==> src/rtl/dmem_arb_pkg.sv <==
// Shared types and defaults for the DMEM port-A arbiter.
// Latency: n/a (types and constants only).
// Backpressure: n/a.
package dmem_arb_pkg;

    localparam int AW_DEF = 11;
    localparam int DW_DEF = 16;

    // ARB: fixed-priority arbitration; DMA_BURST: port locked to the DMA
    typedef enum logic {
        ARB       = 1'b0,
        DMA_BURST = 1'b1
    } arb_state_t;

    // One entry per issued read: who gets the data when mem_q comes back
    typedef struct packed {
        logic valid;
        logic is_dma;
    } rd_tag_t;

endpackage

==> src/rtl/dmem_rd_tag_pipe.sv <==
// Owner-tag delay line that tracks in-flight DMEM reads.
// Latency: tag_out equals tag_in delayed by exactly RD_LAT cycles.
// Backpressure: none; shifts every cycle, reset discards all in-flight tags.
module dmem_rd_tag_pipe
    import dmem_arb_pkg::*;
#(
    parameter int RD_LAT = 1
) (
    input  logic    clk,
    input  logic    rst,
    input  rd_tag_t tag_in,
    output rd_tag_t tag_out
);

    rd_tag_t [RD_LAT-1:0] stages;

    // Shift tags one stage per cycle; reset drops every pending read
    always_ff @(posedge clk or posedge rst) begin
        if (rst) begin
            stages <= '0;
        end else begin
            stages[0] <= tag_in;
            for (int i = 1; i < RD_LAT; i++) begin
                stages[i] <= stages[i-1];
            end
        end
    end

    assign tag_out = stages[RD_LAT-1];

endmodule

==> src/rtl/dmem_arbiter.sv <==
// Shares DMEM port A between CPU (fixed priority) and CCD DMA (burst lock); DMEM_ARB_FAIR_EN adds DMA anti-starvation.
// Latency: grant and mem_* issue in the request cycle; read data returns RD_LAT cycles after the grant.
// Backpressure: a requester holds req until its gnt; one gnt per cycle, CPU stalls during a DMA burst.
module dmem_arbiter
    import dmem_arb_pkg::*;
#(
    parameter int AW       = AW_DEF,
    parameter int DW       = DW_DEF,
    parameter int RD_LAT   = 1,
    parameter int MAX_WAIT = 8
) (
    input  logic          clk,
    input  logic          rst,
    input  logic          cpu_req,
    input  logic          cpu_wr,
    input  logic [15:0]   cpu_addr,
    input  logic [DW-1:0] cpu_wdata,
    output logic          cpu_gnt,
    output logic          cpu_rvalid,
    output logic [DW-1:0] cpu_rdata,
    input  logic          dma_req,
    input  logic          dma_wr,
    input  logic [AW-1:0] dma_addr,
    input  logic [DW-1:0] dma_wdata,
    input  logic          dma_last,
    output logic          dma_gnt,
    output logic          dma_rvalid,
    output logic [DW-1:0] dma_rdata,
    output logic [AW-1:0] mem_addr,
    output logic [DW-1:0] mem_wdata,
    output logic          mem_ren,
    output logic          mem_wren,
    input  logic [DW-1:0] mem_q
);

    arb_state_t    state;
    logic          fair_win;
    logic [AW-1:0] last_addr;
    logic [DW-1:0] last_wdata;
    rd_tag_t       tag_in;
    rd_tag_t       tag_out;

    // Upper CPU address bits alias into DMEM and are deliberately dropped
    logic unused_cpu_addr_hi;
    assign unused_cpu_addr_hi = ^cpu_addr[15:AW];

`ifdef DMEM_ARB_FAIR_EN
    localparam int WCW = $clog2(MAX_WAIT + 1);
    logic [WCW-1:0] wait_cnt;

    // Count cycles the DMA has been kept waiting, saturating at MAX_WAIT
    always_ff @(posedge clk or posedge rst) begin
        if (rst) begin
            wait_cnt <= '0;
        end else if (dma_gnt) begin
            wait_cnt <= '0;
        end else if (dma_req && (wait_cnt != WCW'(MAX_WAIT))) begin
            wait_cnt <= wait_cnt + WCW'(1);
        end
    end

    assign fair_win = (wait_cnt == WCW'(MAX_WAIT)) && dma_req;
`else
    assign fair_win = 1'b0;
`endif

    // Grant selection: burst lock first, then CPU priority unless the DMA has starved
    always_comb begin
        cpu_gnt = 1'b0;
        dma_gnt = 1'b0;
        if (!rst) begin
            if (state == DMA_BURST) begin
                dma_gnt = dma_req;
            end else if (cpu_req && !fair_win) begin
                cpu_gnt = 1'b1;
            end else begin
                dma_gnt = dma_req;
            end
        end
    end

    // Burst lock: enter on a non-final DMA beat, leave on the last beat or an idle cycle
    always_ff @(posedge clk or posedge rst) begin
        if (rst) begin
            state <= ARB;
        end else begin
            case (state)
                ARB:       if (dma_gnt && !dma_last) state <= DMA_BURST;
                DMA_BURST: if (!dma_req || dma_last) state <= ARB;
                default:   state <= ARB;
            endcase
        end
    end

    // Remember the last issued address/data so idle cycles do not toggle the RAM bus
    always_ff @(posedge clk or posedge rst) begin
        if (rst) begin
            last_addr  <= '0;
            last_wdata <= '0;
        end else if (cpu_gnt || dma_gnt) begin
            last_addr  <= mem_addr;
            last_wdata <= mem_wdata;
        end
    end

    assign mem_addr  = cpu_gnt ? cpu_addr[AW-1:0] : (dma_gnt ? dma_addr  : last_addr);
    assign mem_wdata = cpu_gnt ? cpu_wdata        : (dma_gnt ? dma_wdata : last_wdata);
    assign mem_ren   = (cpu_gnt && !cpu_wr) || (dma_gnt && !dma_wr);
    assign mem_wren  = (cpu_gnt && cpu_wr)  || (dma_gnt && dma_wr);

    assign tag_in.valid  = mem_ren;
    assign tag_in.is_dma = dma_gnt;

    dmem_rd_tag_pipe #(
        .RD_LAT (RD_LAT)
    ) u_tag_pipe (
        .clk     (clk),
        .rst     (rst),
        .tag_in  (tag_in),
        .tag_out (tag_out)
    );

    assign cpu_rvalid = tag_out.valid && !tag_out.is_dma;
    assign dma_rvalid = tag_out.valid && tag_out.is_dma;
    assign cpu_rdata  = mem_q;
    assign dma_rdata  = mem_q;

endmodule
==> config.mk <==
export PLATFORM = sky130hd
export DESIGN_NAME = dmem_arbiter
export DESIGN_NICKNAME = d
export VERILOG_FILES = /design/src/rtl/dmem_arb_pkg.sv /design/src/rtl/dmem_rd_tag_pipe.sv /design/src/rtl/dmem_arbiter.sv
export SDC_FILE = /design/constraint.sdc
export NUM_CORES = 1
export LEC_CHECK = 0
export CAP_MARGIN = 20
export CORE_MARGIN = 2
export CORE_UTILIZATION = 36
export DETAILED_ROUTE_END_ITERATION = 8
export PLACE_DENSITY = 0.91
export SETUP_SLACK_MARGIN = 0.3
export SLEW_MARGIN = 20
export SYNTH_ARGS = -nofsm -noshare
export SYNTH_HDL_FRONTEND = slang
export SYNTH_HIERARCHICAL = 1
export SYNTH_SLANG_ARGS = --single-unit
export TNS_END_PERCENT = 5
==> constraint.sdc <==
create_clock -name clk -period 3.4 [get_ports clk]
set_input_delay 0.51 -clock clk [delete_from_list [all_inputs] [get_ports clk]]
set_output_delay 0.51 -clock clk [all_outputs]
set_load 0.01 [all_outputs]
Word level (Yosys, flattened, before mapping):

Index checks and enable logic that the tools add are counted.

* register bits: 30
* bits of input ports: 82
* output and inout bits: 65

* muxes and demuxes: 13
* bitwise operators: 1
* reduce and logical (&&, ||, !) cells: 16

Operators with widths (number)
* $mux W16: 2
* $mux W11: 2
* $mux W1: 8
* $logic_and A1 B1 Y1: 7
* $logic_not A1 Y1: 5
* $logic_or A1 B1 Y1: 4
* $pmux W1 S2: 1
* $not A1 Y1: 1

Longest topological paths before layout:

Gate-level depths: netlist (run 1).

* word-level depth: 6
* depth in mapped cells: 6
* depth with buffers taken out: 4

Hierarchy:

The synthesis (run 1) kept the hierarchy.

By module, submodules not included
* dmem_arbiter: times used 1, cells an instance 172, area each 1836.8 um^2
* dmem_rd_tag_pipe: times used 1, cells an instance 3, area each 53.8 um^2

Worst setup path after synthesis (run 1):

Ideal clock, no wire load.

* path type: input port to output port
* start: input port rst
* end: output port mem_addr[0]
* data arrival time: 1957 ps
* required time: 2890 ps
* setup slack: 933 ps
* stages on the path: 4
* path buffers: 1
* cells stage by stage: inv_1 o21ai_2 buf_2 a221o_1

* cells in the longest elaborated chain, start to end: 3
* elaborated cells on any way between the ends: 4
* classes of those cells: mux: 4

RTL lines
* from (decl): RTL line dmem_arbiter.sv:13 `input logic rst,`
* $mux W1: RTL line dmem_arbiter.sv:71 `if (!rst) begin`
* $mux W11: RTL line dmem_arbiter.sv:106 `assign mem_addr = cpu_gnt ? cpu_addr[AW-1:0] : (dma_gnt ? dma_addr : last_addr);`
* $mux W11 *: RTL line dmem_arbiter.sv:106
* to (decl): RTL line dmem_arbiter.sv:29 `output logic [AW-1:0] mem_addr,`

Mark *: on every way between the ends. The rest lies on a longest branch, timed or not.

Worst setup path after layout (run 1):

* start: input port cpu_req
* end: output port mem_addr[10]

* cells in the longest elaborated chain, start to end: 5
* elaborated cells on any way between the ends: 8
* classes of those cells: mux: 8

RTL lines
* from (decl): RTL line dmem_arbiter.sv:14 `input logic cpu_req,`
* $mux W1: RTL line dmem_arbiter.sv:74 `end else if (cpu_req && !fair_win) begin`
* $mux W1: RTL line dmem_arbiter.sv:72 `if (state == DMA_BURST) begin`
* $mux W1: RTL line dmem_arbiter.sv:71
* $mux W11: RTL line dmem_arbiter.sv:106
* $mux W11 *: RTL line dmem_arbiter.sv:106

Marked as above.

==> flow_summary.yaml, run 1 <==
cells_and_area:
  nFillCells: 485
  n_antenna_cell: 0
  final_util: 0.551
  nNetsFinal: 318
  drive_gt1_frac: 0.0970
  syn_to_final_growth_pct: 47.9
die:
  rows: 26
  die_h_um: 76.5
  core_um2: 5070
  start_util: 0.373
  ios: 147
  dieArea_um2: 5850
  die_x_um: 76.5
routing:
  postRouteAntennaNets: 0
  avgRoutedWirePerCell_um: 17.3
  drc: 0
  drt_wl_total_um: 5300
  post_drt_via_cell_ratio: 5.64
  dr_total_vias: 1732
  drt_iter0_markers: 92
  drtPass1Iterations: 4
grt:
  overflow: 0
  grt_max_degree: 31
  antenna_found_initial: 0
  grt_pass1_vias: 1832
  grtUsageTotal: 0.181
  grt_first_pass_wirelength_um: 8530
clock_network:
  cts_tree: "done"
  clockRootBuffer: "clkbuf_8"
  cts_sinks: 30
  cts_buffers: 5
  cts_resized: 0
  clk_path_buf_depth: 2
  cts_hold_buffers: 0
  clk_latency_ns: 0.28
  clk_pin_slew_ns: 0.07
  htree_num_levels: 2
timing:
  setup_violations: 0
  final-max-slew-violation-count: 0
  fin_crit_ns: 3.03
  worst_hold_slack_ns: 0.516
  finalSetupTns_ns: 0
  grt_setup_unrepaired: "true"
  worst_pin_slew_ns: 0.646
  fmaxAchievable_mhz: 330
  relSlewSlack: 0.569
  skew_ns: 0.00887
  hold_viol: 0
  fin_crit_sh: 0.890
synthesis:
  seq_area_frac_synth: 0.397
  syn-cell-area_um2: 1890
  synthCells: 175
  synth-edff-count: 0
  synth_area_leaders: "dfrtp_1, a221o_1, buf_4"
  synth-seq-cells: 30
  synth_nets: 257
  ys_top_cells_by_count: "a221o_1, buf_4, dfrtp_1"
  synth_area_per_cell_um2: 10.8
  synth_top_area_frac: 0.397
  ys.flop_type: "dfrtp_1"
  ys_warn_count: 6
  post-synth-top-count-cell: "a221o_1"
  synth_top_area_cell: "dfrtp_1"
  synth_cell_types: 18
  synthArstFlopShare: 1.00
critical_path:
  path_class: "primary input to output pin"
  arrival_ns: 2.52
  required_ns: 2.89
  cp_max_fo: 14
  critPathCaptureType: "output pin"
  start_kind: "primary input"
flow_run:
  cap_violations: 0
hold_path:
  hp-class: "register to register"
power_and_ir_drop:
  leakage_nw: 1.23
  pwr_density_cell_nw_per_um2: 415
  irDropWorstVdd_mv: 0.162
placement:
  finalWeightedCongestion: 0.713
  dp_hpwl_um: 3590
  portBuffers: 93
status:
  outcome: "finished, final reports clean"
kinds of logic (layout without fill, tap and decap cells):
group,after synthesis,count (layout),share of synthesized area
buffers and inverters,52,113,0.183
AOI/OAI and AO/OA,58,59,0.302
DFF,30,30,0.397
and+or+nand+nor,35,35,0.117
placed cells by master (no fill, tap or decap), types with 2 or more instances in the layout:
cell and n:
a221o_1 54, and3_1 27, buf_4 8, clkbuf_8 5, clkdlybuf4s50_1 93, clkinv_2 2, dfrtp_1 30, inv_1 3
nand2_1 2, nor2b_2 2
power by group:
part,internal [mW],leakage (nW),switching [mW]
clock,0.216,0.0579,0.140
sequential,0.404,0.374,0.0268
combinational,0.236,0.798,0.138
total,0.856,1.23,0.305
state kept, by name, indices dropped and copies added (netlist names):
register and count:
u_tag_pipe/tag_out 2, last_wdata 16, last_addr 11, state 1
area by class of cell:
class                           count  area [µm²]  area share
Clock buffer                        5        68.8      0.0246
Clock inverter                      3        40.0      0.0143
Inverter                            3        11.3     0.00403
Multi-Input combinational cell     94         820       0.293
Sequential cell                    30         751       0.268
Tap cell                           70        87.6      0.0313
Timing Repair Buffer              102        1020       0.364
per-stage QoR:
stage	instances	power (mW)	setup slack, ns	area [µm²]
finish	307	1.16	0.373	2800
global route	307	1.22	0.283	2800
CTS	307	1.18	0.358	2800
detailed placement	296	0.809	0.139	2660
global placement	295	0.790	-0.0266	2640
floorplan	175	0.641	0.933	1890
final timing paths:
path | to | start | depth (start not counted) | slack, ns
setup / recovery | mem_addr[10] | cpu_req | 5 | 0.37
hold / removal | last_addr[1] | last_addr[1] | 1 | 0.52
setup reg to reg | last_wdata[8] | state | 4 | 1.85
hold reg to reg | last_addr[1] | last_addr[1] | 1 | 0.52
max in group asynchronous | last_wdata[9] | rst | 3 | 2.14
min in group asynchronous | u_tag_pipe/tag_out[0] | rst | 2 | 0.59
routing by layer:
metal	track usage	vias up	routed length [µm]
li1	-	796	-
met1	0.204	858	2160
met2	0.326	53	2740
met3	0.0391	25	268
met4	0.0855	0	125
met5	0	-	0
worst max-delay path, cell delays in order:
cell,delay [ns]
clkdlybuf4s50_1,0.46
nor2b_2,0.22
o21ai_2,0.54
a221o_1,0.25
clkdlybuf4s50_1,0.52
timing repair:
item	in CTS	in global routing
setup buffers	2	0
setup endpoints to repair	27	1
pin swaps	1	0
cloned	1	0
Power figures use the tool's default switching activity.
==> run 2: changes to the inputs <==
--- a/config.mk
+++ b/config.mk
@@ -8,12 +8,12 @@
 export CAP_MARGIN = 20
 export CORE_MARGIN = 2
 export CORE_UTILIZATION = 36
+export CTS_CLUSTER_SIZE = 28
 export DETAILED_ROUTE_END_ITERATION = 8
 export PLACE_DENSITY = 0.91
 export SETUP_SLACK_MARGIN = 0.3
 export SLEW_MARGIN = 20
 export SYNTH_ARGS = -nofsm -noshare
 export SYNTH_HDL_FRONTEND = slang
-export SYNTH_HIERARCHICAL = 1
 export SYNTH_SLANG_ARGS = --single-unit
 export TNS_END_PERCENT = 5
==> flow_summary.yaml, run 2 <==
synthesis:
  synth_cell_types: 18
  seq_area_frac_synth: 0.398
  ys.flop_type: "dfrtp_1"
  ys_warn_count: 0
  synth-seq-cells: 30
  synth_area_per_cell_um2: 10.8
  synth_nets: 256
  synthArstFlopShare: 1.00
  post-synth-top-count-cell: "a221o_1"
  synth_top_area_cell: "dfrtp_1"
  synth_area_leaders: "dfrtp_1, a221o_1, buf_4"
  synth-edff-count: 0
  syn-cell-area_um2: 1890
  synthCells: 174
  ys_top_cells_by_count: "a221o_1, buf_4, dfrtp_1"
  synth_top_area_frac: 0.398
timing:
  skew_ns: 0.00354
  fin_crit_ns: 3.04
  fin_crit_sh: 0.894
  hold_viol: 0
  worst_hold_slack_ns: 0.515
  fmaxAchievable_mhz: 329
  worst_pin_slew_ns: 0.585
  relSlewSlack: 0.610
  grt_setup_unrepaired: "true"
  final-max-slew-violation-count: 0
  setup_violations: 0
cells_and_area:
  layout_commonest_cell: "clkdlybuf4s50_1"
  regMostFlops: "last_wdata"
  largest_register_ffs: 16
  final_cell_mix: "clkdlybuf4s50_1, a221o_1, dfrtp_1"
  syn_to_final_growth_pct: 47.6
  nFillCells: 471
  n_antenna_cell: 0
  design_area_um2: 2790
  drive_gt1_frac: 0.0897
  nNetsFinal: 315
  final_util: 0.549
routing:
  postRouteAntennaNets: 0
  post_drt_via_cell_ratio: 5.66
  drc: 0
  drt_wl_total_um: 5230
  avgRoutedWirePerCell_um: 17.2
  drtPass1Iterations: 4
  dr_total_vias: 1720
  drt_iter0_markers: 110
critical_path:
  required_ns: 2.89
  critPathCaptureType: "output pin"
  path_class: "primary input to output pin"
  cp-startpoint: "cpu_req"
  arrival_ns: 2.53
  cp_max_fo: 28
  rr_startpoint: "state"
  start_kind: "primary input"
clock_network:
  cts_tree: "done"
  clockRootBuffer: "clkbuf_8"
  clk_path_buf_depth: 2
  cts_sinks: 30
  htree_num_levels: 2
  clk_pin_slew_ns: 0.06
  cts_hold_buffers: 0
  cts_buffers: 5
  clk_latency_ns: 0.28
  post-cts-setup-buffer-count: 0
power_and_ir_drop:
  p_sw_mw: 0.303
  seq_power_share: 0.372
  pwr_density_cell_nw_per_um2: 415
  leakage_nw: 1.22
  total_power_mw: 1.16
  combPwrFrac: 0.322
  irDropWorstVdd_mv: 0.213
  switching_share: 0.261
  power_frac_clock: 0.306
  internal_power_mw: 0.855
grt:
  grtUsageTotal: 0.186
  grt_max_degree: 31
  grt_first_pass_wirelength_um: 8720
  overflow: 0
  antenna_found_initial: 0
  grt_pass1_vias: 1815
placement:
  finalWeightedCongestion: 0.707
  portBuffers: 93
  placed_area_um2: 2660
  dp_hpwl_um: 3560
die:
  die_h_um: 76.4
  start_util: 0.372
  ios: 147
  dieArea_um2: 5840
  core_um2: 5070
  die_x_um: 76.4
  rows: 26
status:
  outcome: "finished, final reports clean"
hold_path:
  hp-class: "register to register"
  hp-start: "last_addr[4]"
flow_run:
  cap_violations: 0
[run 2: changes by cell type in the layout (fill, tap and decap cells not counted)]
| cell | change |
|---|---|
| buf_6 | +2 |
| inv_1 | -1 |
| buf_4 | -4 |
[run 2: logic make-up after synthesis]
| logic type | share of synthesized area |
|---|---|
| DFF | 0.398 |
| and+or+nand+nor | 0.117 |
| AOI/OAI and AO/OA | 0.303 |
| buffers and inverters | 0.182 |
[run 2: cell type report]
class	count	area, µm²	share of cell area
clock buffer	5	68.8	0.0247
clock inverter	3	40.0	0.0144
inverter	2	7.51	0.00270
multi-input combinational	94	820	0.294
sequential	30	751	0.270
tap	70	87.6	0.0314
timing repair buffer	100	1010	0.363
[run 2: path summary, 6_finish.rpt]
check | slack (ns) | end | depth (start not counted)
setup / recovery | 0.36 | mem_addr[0] | 6
max in group asynchronous | 2.14 | last_wdata[15] | 3
min in group asynchronous | 0.97 | last_wdata[11] | 3
hold / removal | 0.51 | last_addr[4] | 1
hold reg to reg | 0.51 | last_addr[4] | 1
setup reg to reg | 1.87 | last_addr[3] | 4
[run 2: per-layer routing]
metal | part of all wire | GRT usage | vias up
li1 | - | - | 790
met1 | 0.40 | 0.204 | 852
met2 | 0.53 | 0.339 | 62
met3 | 0.049 | 0.0486 | 16
met4 | 0.015 | 0.0745 | 0
met5 | 0 | 0 | -
[run 2: timing repair]
| item | 4_1_cts | 5_1_grt |
|---|---|---|
| pin swaps | 1 | 1 |
| cloned | 1 | 0 |
| endpoints found under the setup margin | 14 | 16 |
| resized for setup | 0 | 2 |
[run 2: per-stage QoR]
stage          setup WS, ns  setup TNS (ns)  cells
6_report              0.361               0    304
3_5_place_dp          0.221               0    295
5_1_grt               0.273               0    304
2_1_floorplan         0.886               0    174
3_3_place_gp       -0.00604        -0.00604    294
4_1_cts               0.331               0    304
[run 2: power by group through the flow]
stage	combinational (mW)	sequential [mW]	clock, mW
global placement	0.357	0.433	0
CTS	0.377	0.430	0.363
detailed placement	0.372	0.436	0
global route	0.402	0.436	0.380
floorplan	0.212	0.429	0
finish	0.373	0.430	0.354
[run 2: worst max-delay path, cell delays in order]
cell	delay, ns
clkdlybuf4s50_1	0.49
nor2b_2	0.28
o21ai_4	0.19
buf_16	0.21
a221o_1	0.36
clkdlybuf4s50_1	0.48
==> run 3: changes to the inputs <==
--- a/config.mk
+++ b/config.mk
@@ -6,7 +6,7 @@
 export NUM_CORES = 1
 export LEC_CHECK = 0
 export CAP_MARGIN = 20
-export CORE_MARGIN = 2
+export CORE_MARGIN = 3
 export CORE_UTILIZATION = 36
 export CTS_CLUSTER_SIZE = 28
 export DETAILED_ROUTE_END_ITERATION = 8
==> flow_summary.yaml, run 3 (synthesis gave the netlist of run 2 again) <==
placement:
  place_ws_ns: 0.171
  dp_hpwl_um: 3530
  portBuffers: 93
  finalWeightedCongestion: 0.694
  placed_cells: 291
cells_and_area:
  layoutNonFillerInstCount: 299
  ff_latch_area_um2: 751
  nNetsFinal: 315
  multi_input_area_um2: 825
  final_cell_mix: "clkdlybuf4s50_1, a221o_1, dfrtp_1"
  largest_register_ffs: 16
  drive_gt1_frac: 0.0862
  layout_commonest_cell: "clkdlybuf4s50_1"
  n_antenna_cell: 0
  syn_to_final_growth_pct: 46.6
  regMostFlops: "last_wdata"
  nFillCells: 442
grt:
  busiest_layer: "met2"
  grt_max_degree: 31
  grt_util_met1: 0.197
  use_met3: 0.0401
  overflow: 0
  gr-usage-met2: 0.304
  grtUsageTotal: 0.168
  antenna_found_initial: 0
  grt_pass1_vias: 1717
  grt_first_pass_wirelength_um: 8250
timing:
  fin_ws_ns: 0.421
  setup_violations: 0
  final-max-slew-violation-count: 0
  fmaxAchievable_mhz: 336
  fin_crit_sh: 0.876
  worst_pin_slew_ns: 0.618
  grt_setup_unrepaired: "false"
  fin_crit_ns: 2.98
  worst_hold_slack_ns: 0.515
  skew_ns: 0.00129
  relSlewSlack: 0.588
  hold_viol: 0
clock_network:
  clk_latency_ns: 0.27
  cts_tree: "done"
  clk_path_buf_depth: 2
  clk_pin_slew_ns: 0.06
  cts_buffers: 5
  cts_hold_buffers: 0
  htree_num_levels: 2
  clockRootBuffer: "clkbuf_8"
  cts_sinks: 30
routing:
  post_drt_via_cell_ratio: 5.70
  drc: 0
  postRouteAntennaNets: 0
  drtPass1Iterations: 4
  drt_iter0_markers: 102
  avgRoutedWirePerCell_um: 17.0
  dr_total_vias: 1704
  drt_wl_total_um: 5100
critical_path:
  required_ns: 2.89
  path_delay_family: "buffers and inverters"
  reg2reg_depth: 4
  arrival_ns: 2.47
  critPathMaxStageDelay_ns: 0.55
  critPathCaptureType: "output pin"
  start_kind: "primary input"
  cp_common_cell: "clkdlybuf4s50_1"
  cp.depth: 6
  cp_max_fo: 30
  regToRegSetupSlack_ns: 1.89
  crit_chain: "clkdlybuf4s50_1, nand2b_4, nor2_4, buf_4, a221o_1, clkdlybuf4s50_1"
  cp_slowest_cell: "clkdlybuf4s50_1"
  path_buf_inv: 3
  path_class: "primary input to output pin"
die:
  start_util: 0.387
  rows: 25
  die_x_um: 78.4
  die_h_um: 78.4
  dieArea_um2: 6150
  core_um2: 4880
  ios: 147
flow_run:
  cap_violations: 0
status:
  outcome: "finished, final reports clean"
hold_path:
  hp-class: "register to register"
  holdPathStages: 1
power_and_ir_drop:
  irDropWorstVdd_mv: 0.190
  pwr_density_cell_nw_per_um2: 390
  leakage_nw: 1.21
==> run 3: cell count changes in the layout (fill, tap and decap cells not counted) <==
cell,previous run,this run
buf_12,0,1
buf_4,4,5
buf_6,2,0
bufinv_16,1,0
clkbuf_8,5,6
clkinv_2,2,0
inv_1,2,1
inv_2,0,1
nor2b_2,2,1
nor2b_4,0,1
==> run 3: layer usage <==
metal,up-vias,wire (µm)
li1,788,-
met2,60,2640
met4,0,54
met5,-,0
met1,845,2110
met3,11,298
==> run 3: through the flow <==
stage	setup TNS [ns]	power [mW]	utilization	cell area, µm²
detailed placement	0	0.804	0.543	2650
finish	0	1.08	0.567	2770
CTS	0	1.09	0.563	2750
global placement	-0.600	0.789	0.537	2620
global route	0	1.14	0.567	2770
floorplan	0	0.641	-	1890
==> run 3: worst reg2reg max path: stages, from the launching register on <==
cell	delay, ns
dfrtp_1	0.42
nand2b_4	0.35
nor2_4	0.05
buf_4	0.23
a221o_1	0.33
==> run 3: path summary, 6_finish.rpt <==
path,start,end
worst min register to register,last_wdata[7],last_wdata[7]
max in group asynchronous,rst,last_addr[0]
worst max register to register,state,last_wdata[4]
worst min-delay path,last_wdata[7],last_wdata[7]
worst max-delay path,cpu_req,mem_wdata[7]
min in group asynchronous,rst,state
==> run 3: power by group <==
group	leakage, nW	total, mW	switching, mW	internal [mW]
clock network	0.0431	0.276	0.120	0.156
logic	0.792	0.374	0.137	0.237
registers	0.374	0.430	0.0259	0.404
==> run 3: final cells by class <==
type                       count  area share
timing repair buffer         100       0.367
tap                           67      0.0303
inverter                       2     0.00271
multi-input combinational     94       0.298
sequential                    30       0.271
clock buffer                   6      0.0299
==> run 3: timing repair <==
item	4_1_cts	5_1_grt
cloned	1	0
pin swaps	1	1
resized for setup	1	1
endpoints found under the setup margin	14	14
setup buffers	0	1
